==> config.mk <==
export PLATFORM = sky130hd
export DESIGN_NAME = ultrasonido_controlador
export DESIGN_NICKNAME = d
export VERILOG_FILES = /design/src/rtl/ultrasonido_controlador.sv
export SDC_FILE = /design/constraint.sdc
export NUM_CORES = 1
export LEC_CHECK = 0
export BUFFER_PORTS_ARGS = -buffer_cell sky130_fd_sc_hd__buf_2
export CORE_MARGIN = 3
export CORE_UTILIZATION = 55
export DETAILED_ROUTE_END_ITERATION = 10
export GPL_TIMING_DRIVEN = 1
export HOLD_SLACK_MARGIN = 0.05
export PLACE_DENSITY = 0.73
export RECOVER_POWER = 25
export SYNTH_ARGS = -nofsm -noshare
export SYNTH_HDL_FRONTEND = slang
export SYNTH_SLANG_ARGS = --single-unit
==> constraint.sdc <==
create_clock -name clk -period 3.7 [get_ports clk]
set_input_delay 0 -clock clk [delete_from_list [all_inputs] [get_ports clk]]
set_output_delay 0 -clock clk [all_outputs]
set_load 0.05 [all_outputs]
==> src/rtl/ultrasonido_controlador.sv <==
`default_nettype none
// ============================================================================
// Module      : ultrasonido_controlador
// Description : Ultrasonic range-finder controller. Issues a trigger pulse,
//               times the echo pulse through a two-flop synchronizer, and
//               reports the distance in centimetres (one count per 58 us of
//               echo) or a timeout when no complete echo is seen.
//               Optional macro ULTRASONIDO_AUTO_EN adds a HOLD state that
//               re-triggers automatically after HOLDOFF_US.
// Revision    : 1.0 - initial release
// ============================================================================
module ultrasonido_controlador #(
    parameter int CLK_FREQ_HZ = 50000000,
    parameter int TRIG_US     = 10,
    parameter int TIMEOUT_US  = 38000,
    parameter int DIST_W      = 9,
    parameter int HOLDOFF_US  = 60000
) (
    input  logic              clk,
    input  logic              reset,
    input  logic              start,
    input  logic              echo,
    output logic              trigger,
    output logic              busy,
    output logic [DIST_W-1:0] dist_cm,
    output logic              valid,
    output logic              timeout
);

    // ------------------------------------------------------------------------
    // Derived cycle counts and counter widths
    // ------------------------------------------------------------------------
    localparam int TRIG_CYC    = CLK_FREQ_HZ / 1000000 * TRIG_US;
    localparam int CM_CYC      = CLK_FREQ_HZ / 1000000 * 58;
    localparam int TIMEOUT_CYC = CLK_FREQ_HZ / 1000000 * TIMEOUT_US;
    localparam int HOLDOFF_CYC = CLK_FREQ_HZ / 1000000 * HOLDOFF_US;

    localparam int TRIG_W = (TRIG_CYC > 1)    ? $clog2(TRIG_CYC)    : 1;
    localparam int CM_W   = (CM_CYC > 1)      ? $clog2(CM_CYC)      : 1;
    localparam int TO_W   = (TIMEOUT_CYC > 1) ? $clog2(TIMEOUT_CYC) : 1;
`ifdef ULTRASONIDO_AUTO_EN
    localparam int HOLD_W = (HOLDOFF_CYC > 1) ? $clog2(HOLDOFF_CYC) : 1;
`endif

    // Reject parameter sets that collapse a phase to zero cycles.
    generate
        if (TRIG_CYC < 1 || CM_CYC < 2 || TIMEOUT_CYC < 2 || HOLDOFF_CYC < 1) begin : g_param_check
            $error("ultrasonido_controlador: derived cycle counts too small");
        end
    endgenerate

    // ------------------------------------------------------------------------
    // State encoding
    // ------------------------------------------------------------------------
    typedef enum logic [2:0] {
        S_IDLE      = 3'd0,
        S_TRIG      = 3'd1,
        S_WAIT_RISE = 3'd2,
        S_MEASURE   = 3'd3,
        S_DONE      = 3'd4
`ifdef ULTRASONIDO_AUTO_EN
        ,
        S_HOLD      = 3'd5
`endif
    } state_t;

    state_t            r_state;
    state_t            w_state_nxt;

    logic              r_echo_meta;
    logic              r_echo_s;

    logic [TRIG_W-1:0] r_trig_cnt;
    logic [TRIG_W-1:0] w_trig_cnt_nxt;
    logic [TO_W-1:0]   r_to_cnt;
    logic [TO_W-1:0]   w_to_cnt_nxt;
    logic [CM_W-1:0]   r_cm_cnt;
    logic [CM_W-1:0]   w_cm_cnt_nxt;
    logic [DIST_W-1:0] r_acc;
    logic [DIST_W-1:0] w_acc_nxt;
    logic              r_seen_low;
    logic              w_seen_low_nxt;
`ifdef ULTRASONIDO_AUTO_EN
    logic [HOLD_W-1:0] r_hold_cnt;
    logic [HOLD_W-1:0] w_hold_cnt_nxt;
    logic              w_hold_hit;
`endif

    logic              w_trig_hit;
    logic              w_to_hit;
    logic              w_cm_hit;
    logic              w_acc_full;
    logic              w_done_good;
    logic              w_done_to;

    logic              r_trigger;
    logic              r_busy;
    logic [DIST_W-1:0] r_dist;
    logic              r_valid;
    logic              r_timeout;

    assign w_trig_hit = (r_trig_cnt == TRIG_W'(TRIG_CYC - 1));
    assign w_to_hit   = (r_to_cnt   == TO_W'(TIMEOUT_CYC - 1));
    assign w_cm_hit   = (r_cm_cnt   == CM_W'(CM_CYC - 1));
    assign w_acc_full = &r_acc;
`ifdef ULTRASONIDO_AUTO_EN
    assign w_hold_hit = (r_hold_cnt == HOLD_W'(HOLDOFF_CYC - 1));
`endif

    // Two-flop synchronizer for the asynchronous echo line
    always_ff @(posedge clk or posedge reset) begin
        if (reset) begin
            r_echo_meta <= 1'b0;
            r_echo_s    <= 1'b0;
        end else begin
            r_echo_meta <= echo;
            r_echo_s    <= r_echo_meta;
        end
    end

    // Next-state, counter updates and DONE outcome decode
    always_comb begin
        w_state_nxt    = r_state;
        w_trig_cnt_nxt = r_trig_cnt;
        w_to_cnt_nxt   = r_to_cnt;
        w_cm_cnt_nxt   = r_cm_cnt;
        w_acc_nxt      = r_acc;
        w_seen_low_nxt = r_seen_low;
        w_done_good    = 1'b0;
        w_done_to      = 1'b0;
`ifdef ULTRASONIDO_AUTO_EN
        w_hold_cnt_nxt = r_hold_cnt;
`endif
        case (r_state)
            S_IDLE: begin
                if (start) begin
                    w_state_nxt    = S_TRIG;
                    w_trig_cnt_nxt = '0;
                end
            end
            S_TRIG: begin
                if (w_trig_hit) begin
                    // Timeout window and stale-echo tracking start afresh here.
                    w_state_nxt    = S_WAIT_RISE;
                    w_trig_cnt_nxt = '0;
                    w_to_cnt_nxt   = '0;
                    w_seen_low_nxt = 1'b0;
                end else begin
                    w_trig_cnt_nxt = r_trig_cnt + TRIG_W'(1);
                end
            end
            S_WAIT_RISE: begin
                if (w_to_hit) begin
                    w_state_nxt = S_DONE;
                    w_done_to   = 1'b1;
                end else if (r_echo_s && r_seen_low) begin
                    // Only a rise after a low sample counts; an echo already
                    // high when we got here is a leftover from a prior ping.
                    w_state_nxt  = S_MEASURE;
                    w_cm_cnt_nxt = '0;
                    w_acc_nxt    = '0;
                    w_to_cnt_nxt = r_to_cnt + TO_W'(1);
                end else begin
                    w_to_cnt_nxt = r_to_cnt + TO_W'(1);
                    if (!r_echo_s) begin
                        w_seen_low_nxt = 1'b1;
                    end
                end
            end
            S_MEASURE: begin
                // The falling-edge cycle is also counted, which makes the
                // measured width equal to the echo width (rise is seen one
                // cycle late, fall likewise).
                if (w_cm_hit) begin
                    w_cm_cnt_nxt = '0;
                    if (!w_acc_full) begin
                        w_acc_nxt = r_acc + DIST_W'(1);
                    end
                end else begin
                    w_cm_cnt_nxt = r_cm_cnt + CM_W'(1);
                end
                if (!r_echo_s) begin
                    // Echo fall wins over a coincident timeout.
                    w_state_nxt = S_DONE;
                    w_done_good = 1'b1;
                end else if (w_to_hit) begin
                    w_state_nxt = S_DONE;
                    w_done_to   = 1'b1;
                end else begin
                    w_to_cnt_nxt = r_to_cnt + TO_W'(1);
                end
            end
            S_DONE: begin
`ifdef ULTRASONIDO_AUTO_EN
                w_state_nxt    = S_HOLD;
                w_hold_cnt_nxt = '0;
`else
                w_state_nxt    = S_IDLE;
`endif
            end
`ifdef ULTRASONIDO_AUTO_EN
            S_HOLD: begin
                if (w_hold_hit) begin
                    w_state_nxt    = S_TRIG;
                    w_trig_cnt_nxt = '0;
                end else begin
                    w_hold_cnt_nxt = r_hold_cnt + HOLD_W'(1);
                end
            end
`endif
            default: begin
                w_state_nxt = S_IDLE;
            end
        endcase
    end

    // State and counter registers
    always_ff @(posedge clk or posedge reset) begin
        if (reset) begin
            r_state    <= S_IDLE;
            r_trig_cnt <= '0;
            r_to_cnt   <= '0;
            r_cm_cnt   <= '0;
            r_acc      <= '0;
            r_seen_low <= 1'b0;
        end else begin
            r_state    <= w_state_nxt;
            r_trig_cnt <= w_trig_cnt_nxt;
            r_to_cnt   <= w_to_cnt_nxt;
            r_cm_cnt   <= w_cm_cnt_nxt;
            r_acc      <= w_acc_nxt;
            r_seen_low <= w_seen_low_nxt;
        end
    end

`ifdef ULTRASONIDO_AUTO_EN
    // Hold-off counter between automatic measurements
    always_ff @(posedge clk or posedge reset) begin
        if (reset) begin
            r_hold_cnt <= '0;
        end else begin
            r_hold_cnt <= w_hold_cnt_nxt;
        end
    end
`endif

    // Registered outputs, timed so they line up with the state they describe
    always_ff @(posedge clk or posedge reset) begin
        if (reset) begin
            r_trigger <= 1'b0;
            r_busy    <= 1'b0;
            r_dist    <= '0;
            r_valid   <= 1'b0;
            r_timeout <= 1'b0;
        end else begin
            r_trigger <= (w_state_nxt == S_TRIG);
            r_busy    <= (w_state_nxt != S_IDLE);
            r_valid   <= w_done_good;
            r_timeout <= w_done_to;
            if (w_done_good) begin
                r_dist <= w_acc_nxt;
            end else if (w_done_to) begin
                r_dist <= '1;
            end
        end
    end

    assign trigger = r_trigger;
    assign busy    = r_busy;
    assign dist_cm = r_dist;
    assign valid   = r_valid;
    assign timeout = r_timeout;

endmodule
`default_nettype wire

==> results of run 1 <==
## path summary, 6_finish.rpt
path	cells past startpoint	from	to
max	5	r_state[0]	r_to_cnt[5]
min	2	echo	r_echo_meta
max reg2reg	5	r_state[0]	r_to_cnt[5]
min reg2reg	0	r_echo_meta	r_echo_s
max in group asynchronous	4	reset	r_acc[2]
min in group asynchronous	3	reset	r_cm_cnt[7]
## through the flow
| step | instance area (um^2) | worst slack [ns] | hold WS [ns] | cells |
|---|---|---|---|---|
| final | 3970 | 0.947 | 0.309 | 469 |
| after global routing | 3970 | 0.781 | 0.302 | 469 |
| after CTS | 3990 | 0.968 | 0.294 | 469 |
| after detailed placement | 3790 | 0.956 | 0.113 | 450 |
| after global placement | 3790 | 1.07 | 0.109 | 450 |
| after floorplan | 3670 | 1.61 | 0.0314 | 372 |
## power groups by stage
stage          clock, mW  sequential, mW  combinational (mW)
5_1_grt            0.587           0.768              0.0244
3_3_place_gp           0           0.783              0.0191
3_5_place_dp           0           0.783              0.0193
6_report           0.534           0.768              0.0206
4_1_cts            0.550           0.768              0.0218
2_1_floorplan          0           0.781              0.0137
## critical path, cell delays in order, from the launching register on
cell     delay, ns
dfrtp_1       0.56
or3b_2        0.54
nor3_4        0.51
o22ai_1       0.44
or4_1         0.57
nand2_1       0.08
## registers in the layout, summed over array words and instances, names as in the netlist
name,count
busy,1
dist_cm,9
r_acc,9
r_cm_cnt,12
r_echo_meta,1
r_echo_s,1
r_seen_low,1
r_state,3
r_to_cnt,21
r_trig_cnt,9
timeout,1
trigger,1
valid,1
## routing by layer
metal,vias to the layer above,GRT usage,wire length [um]
li1,1428,-,-
met1,1449,0.290,3510
met2,67,0.373,3790
met3,17,0.0329,251
met4,0,0.0795,142
met5,-,0,0
## repair_timing
action	CTS	global route
hold endpoints to repair	48	0
gates resized for setup	0	0
hold buffers	3	0
## cells in the final DEF (no fill, tap or decap), drive strengths merged, types with 10 or more instances in the layout
cell    instances
and3           16
dfrtp          70
nor3           11
clkbuf         25
nor2           29
o21ai          26
nand3          17
a31oi          10
nand2          24
a21oi          15
nand4          10
## kinds of logic after synthesis
logic type,Yosys count,synth area share
buffers and inverters,26,0.0300
flip-flops,70,0.478
AND/OR/NAND/NOR,149,0.224
adder cells (fa/ha/maj),4,0.0137
AO/OA/AOI/OAI,102,0.202
XOR/XNOR,15,0.0358
multiplexers,6,0.0164
## cell type report
| cell class | count | area share |
|---|---|---|
| multi-input combinational | 276 | 0.454 |
| sequential | 70 | 0.441 |
| clock buffer | 12 | 0.0366 |
| timing repair buffer | 23 | 0.0312 |
| tap | 77 | 0.0243 |
| inverter | 7 | 0.00662 |
| clock inverter | 4 | 0.00567 |
==> reports/results.txt, run 1 <==
Final Hold Fails -> 0
Fin Setup TNS -> 0 ns
1st-iter DRT viols -> 133
Post-synth EDFFs -> 0
Sw Ratio -> 0.222
P per Cell Area -> 333 nW/um^2
total CTS buffers -> 9
net count after synthesis -> 380
CTS Sinks -> 70
Die X -> 87.6 um
Core Area -> 6420 um^2
max_cap viols -> 1
share of post-route cells with drive strength above 1 -> 0.0842
synthesized cell area -> 3670 um^2
multi-input logic area -> 1800 um^2
Die Area -> 7680 um^2
Clock Pin Slew Worst Setup and Hold Paths -> 0.07 ns
CP Capture Type -> flip-flop
H-tree level count -> 3
top-count cell post-synth -> dfrtp_1
Yosys Warn Count -> 0
Power Internal -> 1.03 mW
global-route wire length before repair -> 13.5 mm
overall power -> 1.32 mW
setup bufs post-CTS -> 0
FMAX -> 363 MHz
Rows -> 29
DR WL/cell -> 16.4 um
largest net degree at the start of global routing -> 47
vias in the first global route -> 2886
hpwl dp -> 5.29 mm
post-route ant nets -> 0
Starting Density -> 0.571
CTS tree -> done
Syn-to-layout area delta -> 8.29%
Root Buffer -> clkbuf_8
relative slew slack -> -0.119
Gate power share -> 0.016
power share of the sequential group -> 0.580
R2R Setup Slk -> 0.95 ns
Final Net Count -> 395
Detailed Route WL -> 7.70 mm
Worst Tran Pin Value -> 1.68 ns
Die Y -> 87.6 um
leading area contributor after synthesis -> dfrtp_1
post-synthesis sequential area ratio -> 0.478
LEAKAGE -> 1.75 nW
Max Slew Vio Count -> 47
Peak VDD IR -> 217 uV
ys flop type -> dfrtp_1
number of inserted diodes -> 0
CTS Buffer Depth -> 2
Post-synth ARST share -> 1.00
critical setup path kind -> reg -> reg
vias per cell -> 6.31
DR vias -> 2961
gpl congestion -> 0.832
RSZ-0062 raised after global routing -> no
total track usage -> 0.221
final setup fails -> 0
Clock Latency Late Sink -> 0.34 ns
min-delay worst type -> in -> reg
WP data arrival -> 3.03 ns
Commonest cells post-synth -> 70 x dfrtp_1, 29 x nor2_1, 26 x o21ai_0
syn avg cell area -> 9.85 um^2
PortBufs -> 16
number of I/O pins -> 17
final core occ -> 0.618
Synth Register Bits -> 70
area share of the largest cell type after synthesis -> 0.478
Net Switching -> 0.294 mW
FF+latch area -> 1750 um^2
initial antenna violation count -> 0
CP Max Fanout -> 15
largest cells by area after synthesis -> dfrtp_1 48%, o21ai_0 3.5%, nor2_1 3.0%
DRC Markers -> 0
Mapped Cells -> 372
failing checks -> capacitance limit, slew limit
Distinct cells, synth -> 60
Layout fillers -> 558
CP startpoint kind -> flip-flop
drt pass-1 iters -> 4
final setup skew -> 0.00739 ns
grt total ovfl -> 0
clock share of power -> 0.404
post-layout min period -> 2.75 ns
fin crit share -> 0.744
outcome -> finished, violations left
Critical Path RT -> 3.98 ns
No activity file was read; power rests on OpenSTA's default activity.
==> run 2: changes to the inputs <==
--- a/config.mk
+++ b/config.mk
@@ -5,13 +5,14 @@
 export SDC_FILE = /design/constraint.sdc
 export NUM_CORES = 1
 export LEC_CHECK = 0
+export ABC_AREA = 1
 export BUFFER_PORTS_ARGS = -buffer_cell sky130_fd_sc_hd__buf_2
 export CORE_MARGIN = 3
 export CORE_UTILIZATION = 55
 export DETAILED_ROUTE_END_ITERATION = 10
 export GPL_TIMING_DRIVEN = 1
 export HOLD_SLACK_MARGIN = 0.05
-export PLACE_DENSITY = 0.73
+export PLACE_DENSITY = 0.75
 export RECOVER_POWER = 25
 export SYNTH_ARGS = -nofsm -noshare
 export SYNTH_HDL_FRONTEND = slang
==> constraint.sdc (replaced) <==
create_clock -name clk -period 2.45 [get_ports clk]
set_input_delay 0 -clock clk [delete_from_list [all_inputs] [get_ports clk]]
set_output_delay 0 -clock clk [all_outputs]
set_load 0.05 [all_outputs]
==> run 2 against run 1 <==
  * The run now ends clean
  * Largest power group unchanged
  * Synthesized cell count rose by 48%
  * Final cell count increased by 45%
  * Critical path type unchanged
  * Routed wire length increased by 22%
  * Design area up 15%
==> reports/results.txt, run 2 <==
outcome -> finished clean (was finished, violations left)
final setup skew -> 0.00889 ns (was 0.00739 ns)
number of I/O pins -> 17 (unchanged)
initial antenna violation count -> 0 (unchanged)
Biggest register -> r_to_cnt (unchanged)
CP Capture Type -> flip-flop (unchanged)
final setup fails -> 0 (unchanged)
1st-iter DRT viols -> 258 (was 133)
biggest regs -> r_to_cnt (21), r_cm_cnt (12) (unchanged)
Die Area -> 8580 um^2 (was 7680 um^2)
power share of the sequential group -> 0.540 (was 0.580)
share of post-route cells with drive strength above 1 -> 0.125 (was 0.0842)
commonest non-fill, non-tap cells in the layout -> 128 x nand2_1, 70 x dfrtp_1, 66 x inv_1 (was 70 x dfrtp_1, 29 x nor2_1, 26 x o21ai_0)
Mapped Cells -> 549 (was 372)
ys flop type -> dfrtp_1 (unchanged)
critical setup path kind -> reg -> reg (unchanged)
total CTS buffers -> 9 (unchanged)
top-count cell post-synth -> nand2_1 (was dfrtp_1)
post-layout min period -> 2.13 ns (was 2.75 ns)
Sw Ratio -> 0.212 (was 0.222)
largest net degree at the start of global routing -> 41 (was 47)
commonest non-fill, non-tap cell in the layout -> nand2_1 (was dfrtp_1)
max_cap viols -> 0 (was 1)
synthesized cell area -> 4130 um^2 (was 3670 um^2)
CP startpoint kind -> flip-flop (unchanged)
Fin Setup TNS -> 0 ns (unchanged)
vias per cell -> 5.54 (was 6.31)
largest cells by area after synthesis -> dfrtp_1 42%, nand2_1 12%, nand3_1 6.9% (was dfrtp_1 48%, o21ai_0 3.5%, nor2_1 3.0%)
PortBufs -> 16 (unchanged)
net count after synthesis -> 557 (was 380)
max reg flops -> 21 (unchanged)
Peak VDD IR -> 465 uV (was 217 uV)
Power Internal -> 1.69 mW (was 1.03 mW)
Detailed Route WL -> 9.41 mm (was 7.70 mm)
FMAX -> 470 MHz (was 363 MHz)
DRC Markers -> 0 (unchanged)
setup bufs post-CTS -> 0 (unchanged)
Final Net Count -> 585 (was 395)
Yosys Warn Count -> 0 (unchanged)
start of the worst register-to-register path -> r_to_cnt[0] (was r_state[0])
Worst Reg-to-Reg Cells -> 9 (was 5)
RSZ-0062 raised after global routing -> no (unchanged)
CTS Sinks -> 70 (unchanged)
P per Cell Area -> 471 nW/um^2 (was 333 nW/um^2)
area share of the largest cell type after synthesis -> 0.424 (was 0.478)
number of inserted diodes -> 0 (unchanged)
CTS Buffer Depth -> 2 (unchanged)
DR vias -> 3755 (was 2961)
Rows -> 30 (was 29)
total track usage -> 0.233 (was 0.221)
Syn-to-layout area delta -> 10.3% (was 8.29%)
post-synthesis sequential area ratio -> 0.424 (was 0.478)
Root Buffer -> clkbuf_8 (unchanged)
final core occ -> 0.649 (was 0.618)
Distinct cells, synth -> 44 (was 60)
Die Y -> 92.6 um (was 87.6 um)
overall power -> 2.15 mW (was 1.32 mW)
Worst R2R End -> busy (was r_to_cnt[5])
Post-synth EDFFs -> 0 (unchanged)
vias in the first global route -> 3527 (was 2886)
Net Switching -> 0.455 mW (was 0.294 mW)
Commonest cells post-synth -> 128 x nand2_1, 70 x dfrtp_1, 66 x inv_1 (was 70 x dfrtp_1, 29 x nor2_1, 26 x o21ai_0)
Core Area -> 7020 um^2 (was 6420 um^2)
Starting Density -> 0.588 (was 0.571)
relative slew slack -> 0.189 (was -0.119)
CP Capture Point -> busy (was r_to_cnt[5])
fin crit share -> 0.868 (was 0.744)
Clock Pin Slew Worst Setup and Hold Paths -> 0.08 ns (was 0.07 ns)
WP data arrival -> 2.33 ns (was 3.03 ns)
final worst slack -> 0.323 ns (was 0.947 ns)
DR WL/cell -> 13.9 um (was 16.4 um)
Synth Register Bits -> 70 (unchanged)
crit path from -> r_to_cnt[0] (was r_state[0])
H-tree level count -> 3 (unchanged)
Clock Latency Late Sink -> 0.34 ns (about the same)
Post-synth ARST share -> 1.00 (unchanged)
Post-Place Worst Slack -> 0.359 ns (was 0.956 ns)
global-route wire length before repair -> 16.1 mm (was 13.5 mm)
Die X -> 92.6 um (was 87.6 um)
drt pass-1 iters -> 5 (was 4)
CTS tree -> done (unchanged)
gpl congestion -> 0.895 (was 0.832)
grt total ovfl -> 0 (unchanged)
syn avg cell area -> 7.52 um^2 (was 9.85 um^2)
Gate power share -> 0.016 (about the same)
Final Hold Fails -> 0 (unchanged)
min-delay worst type -> in -> reg (unchanged)
CP Max Fanout -> 38 (was 15)
Critical Path RT -> 2.65 ns (was 3.98 ns)
LEAKAGE -> 2.15 nW (was 1.75 nW)
R2R Setup Slk -> 0.32 ns (was 0.95 ns)
leading area contributor after synthesis -> dfrtp_1 (unchanged)
clock share of power -> 0.445 (was 0.404)
Max Slew Vio Count -> 0 (was 47)
post-route ant nets -> 0 (unchanged)
hpwl dp -> 6.97 mm (was 5.29 mm)
Worst Tran Pin Value -> 1.22 ns (was 1.68 ns)
-- run 2: cells by family (layout without fill, tap and decap cells) --
logic type	count (synthesis)	in the layout	synth area share
compound gates	64	64	0.0982
fa+ha+maj	4	4	0.0121
flops	70	70	0.424
xor+xnor	8	8	0.0170
simple gates	318	318	0.364
buf+inv	85	118	0.0846
-- run 2: area by class of cell --
type / count / area, um^2
Clock inverter: 3 / 42.5
Clock buffer: 13 / 159
Sequential cell: 70 / 1750
Tap cell: 96 / 120
Timing Repair Buffer: 25 / 160
Fill cell: 618 / 2470
Multi-Input combinational cell: 394 / 2030
Inverter: 77 / 293
-- run 2: through the flow --
stage / hold WS (ns) / std cells / instance area (um^2)
after CTS: 0.289 / 678 / 4560
after detailed placement: 0.112 / 659 / 4330
after global placement: 0.110 / 659 / 4330
final: 0.302 / 678 / 4550
after floorplan: 0.0314 / 549 / 4130
after global routing: 0.313 / 678 / 4550
-- run 2: how the worst min path moves through the flow --
| stage | end | slack (ns) | cells past startpoint | startpoint |
|---|---|---|---|---|
| after floorplan | r_echo_meta | 0.03 | 0 | echo |
| after global placement | r_echo_meta | 0.11 | 1 | echo |
| after detailed placement | r_echo_meta | 0.11 | 1 | echo |
| after CTS | r_echo_meta | 0.29 | 2 | echo |
| after global routing | r_echo_meta | 0.31 | 2 | echo |
| final | r_echo_meta | 0.30 | 2 | echo |
-- run 2: power by group through the flow --
stage,Clock (mW),Sequential (mW),Combinational (mW)
3_5_place_dp,0,1.18,0.0322
5_1_grt,1.02,1.16,0.0394
2_1_floorplan,0,1.18,0.0180
4_1_cts,0.970,1.16,0.0358
3_3_place_gp,0,1.18,0.0315
6_report,0.955,1.16,0.0333
-- run 2: repair_timing --
| action | in CTS | in global routing |
|---|---|---|
| endpoints found under the hold margin | 32 | 0 |
| gates resized for setup | 0 | 0 |
| hold buffers | 3 | 0 |
-- run 2: layer usage --
layer	GRT usage	share of wire	up-vias
met5	0	0	-
met4	0.101	0.018	0
met3	0.0422	0.050	14
met2	0.362	0.45	88
met1	0.319	0.49	1777
li1	-	-	1876
-- run 2: worst max-delay path: stages, from the launching register on --
cell	delay, ns
dfrtp_1	0.47
ha_1	0.35
nand3_4	0.14
nor2_1	0.20
nand3_2	0.14
nand3_1	0.09
nand2_1	0.06
buf_4	0.26
inv_2	0.15
nand4_1	0.12
==> run 3: changes to the inputs <==
--- a/config.mk
+++ b/config.mk
@@ -5,7 +5,7 @@
 export SDC_FILE = /design/constraint.sdc
 export NUM_CORES = 1
 export LEC_CHECK = 0
-export ABC_AREA = 1
+export ABC_AREA = 0
 export BUFFER_PORTS_ARGS = -buffer_cell sky130_fd_sc_hd__buf_2
 export CORE_MARGIN = 3
 export CORE_UTILIZATION = 55
==> run 3 against run 2 <==
  * The run now ends with capacitance limit, slew limit left
  * Final cell count shrank 29%
  * Count of clock-buffer cells in the layout decreased by 3
  * Worst setup slack got worse by 0.18 ns
  * Via count decreased by 21%
  * Non-clock buffer count rose by 10
  * Routed wire length down 19%
  * Sequential cell count did not move
  * Critical endpoint is now r_to_cnt[7]
==> reports/results.txt, run 3 (same netlist as run 1, synthesis figures left out) <==
final worst slack -> 0.147 ns (was 0.323 ns)
final setup skew -> 0.00857 ns (was 0.00889 ns)
outcome -> finished, violations left (was finished clean)
Syn-to-layout area delta -> 11.0% (was 10.3%)
global-route track usage on met2 -> 0.341 (was 0.362)
final setup fails -> 0 (unchanged)
Die Area -> 7680 um^2 (was 8580 um^2)
largest net degree at the start of global routing -> 71 (was 41)
DR vias -> 2970 (was 3755)
multi-input logic area -> 1810 um^2 (was 2030 um^2)
dpl cell area -> 3880 um^2 (was 4330 um^2)
critical path's largest stage delay -> 0.55 ns (was 0.47 ns)
grt total ovfl -> 0 (unchanged)
hpwl dp -> 5.24 mm (was 6.97 mm)
Biggest register -> r_to_cnt (unchanged)
max reg flops -> 21 (unchanged)
biggest regs -> r_to_cnt (21), r_cm_cnt (12) (unchanged)
Post-Place Worst Slack -> 0.0666 ns (was 0.359 ns)
total CTS buffers -> 9 (unchanged)
overall power -> 2.01 mW (was 2.15 mW)
global-route wire length before repair -> 12.8 mm (was 16.1 mm)
Critical Path RT -> 2.72 ns (was 2.65 ns)
Slowest-stage cell, CP -> or3b_2 (was dfrtp_1)
Die Y -> 87.6 um (was 92.6 um)
Hold Path Sink -> r_echo_meta (unchanged)
met1 usage -> 0.291 (was 0.319)
CTS tree -> done (unchanged)
GRT met3 Usage -> 0.0423 (was 0.0422)
CP startpoint kind -> flip-flop (unchanged)
HP Start -> echo (unchanged)
gpl congestion -> 0.843 (was 0.895)
Fin Setup TNS -> 0 ns (unchanged)
post-layout min period -> 2.30 ns (was 2.13 ns)
R2R Setup Slk -> 0.15 ns (was 0.32 ns)
fin crit share -> 0.940 (was 0.868)
Worst Reg-to-Reg Cells -> 5 (was 9)
Final Hold Fails -> 0 (unchanged)
WP buf/inv -> 0 (was 2)
WP data arrival -> 2.57 ns (was 2.33 ns)
Peak VDD IR -> 365 uV (was 465 uV)
Max Slew Vio Count -> 71 (was 0)
FF+latch area -> 1750 um^2 (unchanged)
Worst Tran Pin Value -> 1.70 ns (was 1.22 ns)
CP Capture Type -> flip-flop (unchanged)
share of post-route cells with drive strength above 1 -> 0.119 (was 0.125)
Final Net Count -> 407 (was 585)
critical setup path kind -> reg -> reg (unchanged)
commonest non-fill, non-tap cells in the layout -> 70 x dfrtp_1, 29 x nor2_1, 26 x o21ai_0 (was 128 x nand2_1, 70 x dfrtp_1, 66 x inv_1)
start of the worst register-to-register path -> r_state[2] (was r_to_cnt[0])
CP top delay family -> simple AND/OR/NAND/NOR gates (unchanged)
global routing's busiest layer -> met2 (unchanged)
vias per cell -> 6.17 (was 5.54)
Rows -> 29 (was 30)
max_cap viols -> 1 (was 0)
post-route ant nets -> 0 (unchanged)
WHS Path Cells -> 2 (unchanged)
PortBufs -> 16 (unchanged)
DRC Markers -> 0 (unchanged)
total track usage -> 0.211 (was 0.233)
DR WL/cell -> 15.8 um (was 13.9 um)
FMAX -> 434 MHz (was 470 MHz)
failing checks -> capacitance limit, slew limit
Worst R2R End -> r_to_cnt[7] (was busy)
relative slew slack -> -0.136 (was 0.189)
Starting Density -> 0.571 (was 0.588)
LEAKAGE -> 1.80 nW (was 2.15 nW)
Clock Latency Late Sink -> 0.34 ns (about the same)
vias in the first global route -> 2716 (was 3527)
Die X -> 87.6 um (was 92.6 um)
RSZ-0062 raised after global routing -> no (unchanged)
P per Cell Area -> 495 nW/um^2 (was 471 nW/um^2)
min-delay worst type -> in -> reg (unchanged)
CTS Buffer Depth -> 2 (unchanged)
CTS Sinks -> 70 (unchanged)
critical path cell sequence -> or3b_2 -> nor3_4 -> o22ai_1 -> or4_1 -> nand2_1 (was ha_1 -> nand3_4 -> nor2_1 -> nand3_2 -> nand3_1 -> nand2_1 -> buf_4 -> inv_2 -> nand4_1)
Root Buffer -> clkbuf_8 (unchanged)
final instance area -> 4070 um^2 (was 4550 um^2)
commonest non-fill, non-tap cell in the layout -> dfrtp_1 (was nand2_1)
Clock Pin Slew Worst Setup and Hold Paths -> 0.07 ns (was 0.08 ns)
Core Area -> 6420 um^2 (was 7020 um^2)
initial antenna violation count -> 0 (unchanged)
1st-iter DRT viols -> 164 (was 258)
number of inserted diodes -> 0 (unchanged)
H-tree level count -> 3 (unchanged)
Detailed Route WL -> 7.59 mm (was 9.41 mm)
number of I/O pins -> 17 (unchanged)
drt pass-1 iters -> 4 (was 5)
CP Max Fanout -> 11 (was 38)
setup bufs post-CTS -> 0 (unchanged)
Layout fillers -> 525 (was 618)
==> run 3: cell count changes in the layout (fill, tap and decap cells not counted), moves of 9 or more <==
cell     delta
a31oi_1     +9
and3_1     +16
buf_4      +10
inv_1      -60
nand2_1   -104
nand3_1    -40
nand4_1    -17
nor2_1     -30
o21ai_2     -9
==> run 3: through the flow <==
step	hold slack, ns	std cells	utilization
floorplan	0.0314	372	-
finish	0.310	481	0.634
detailed placement	0.114	462	0.604
global placement	0.107	462	0.604
CTS	0.292	481	0.636
global route	0.294	481	0.634
==> run 3: layout make-up <==
type / count / area share
multi-input combinational: 276 / 0.444
sequential: 70 / 0.431
timing repair buffer: 35 / 0.0520
clock buffer: 10 / 0.0338
tap: 77 / 0.0237
clock inverter: 6 / 0.00923
inverter: 7 / 0.00646
==> run 3: routing by layer <==
metal,share of wire,up-vias
li1,-,1455
met1,0.47,1461
met2,0.49,49
met3,0.033,5
met4,0.0061,0
met5,0,-
==> run 3: report_power, final <==
| part | switching, mW | internal, mW |
|---|---|---|
| Clock | 0.434 | 0.389 |
| Sequential | 0.000537 | 1.16 |
| Combinational | 0.0270 | 0.00705 |
| Total | 0.462 | 1.55 |
==> run 3: what timing repair did <==
| action | in CTS | in global routing |
|---|---|---|
| setup endpoints to repair | 0 | 20 |
| hold endpoints to repair | 74 | 0 |
| hold buffers | 3 | 0 |
| gates resized for setup | 0 | 1 |
==> run 3: worst max path at each step <==
stage,endpoint,startpoint,cells past startpoint
2_1_floorplan,r_cm_cnt[7],r_to_cnt[0],7
3_3_place_gp,r_cm_cnt[7],r_to_cnt[0],6
6_report,r_to_cnt[7],r_state[2],5
5_1_grt,r_to_cnt[7],r_state[2],5
4_1_cts,r_cm_cnt[6],r_to_cnt[0],6
3_5_place_dp,r_cm_cnt[6],r_to_cnt[0],6
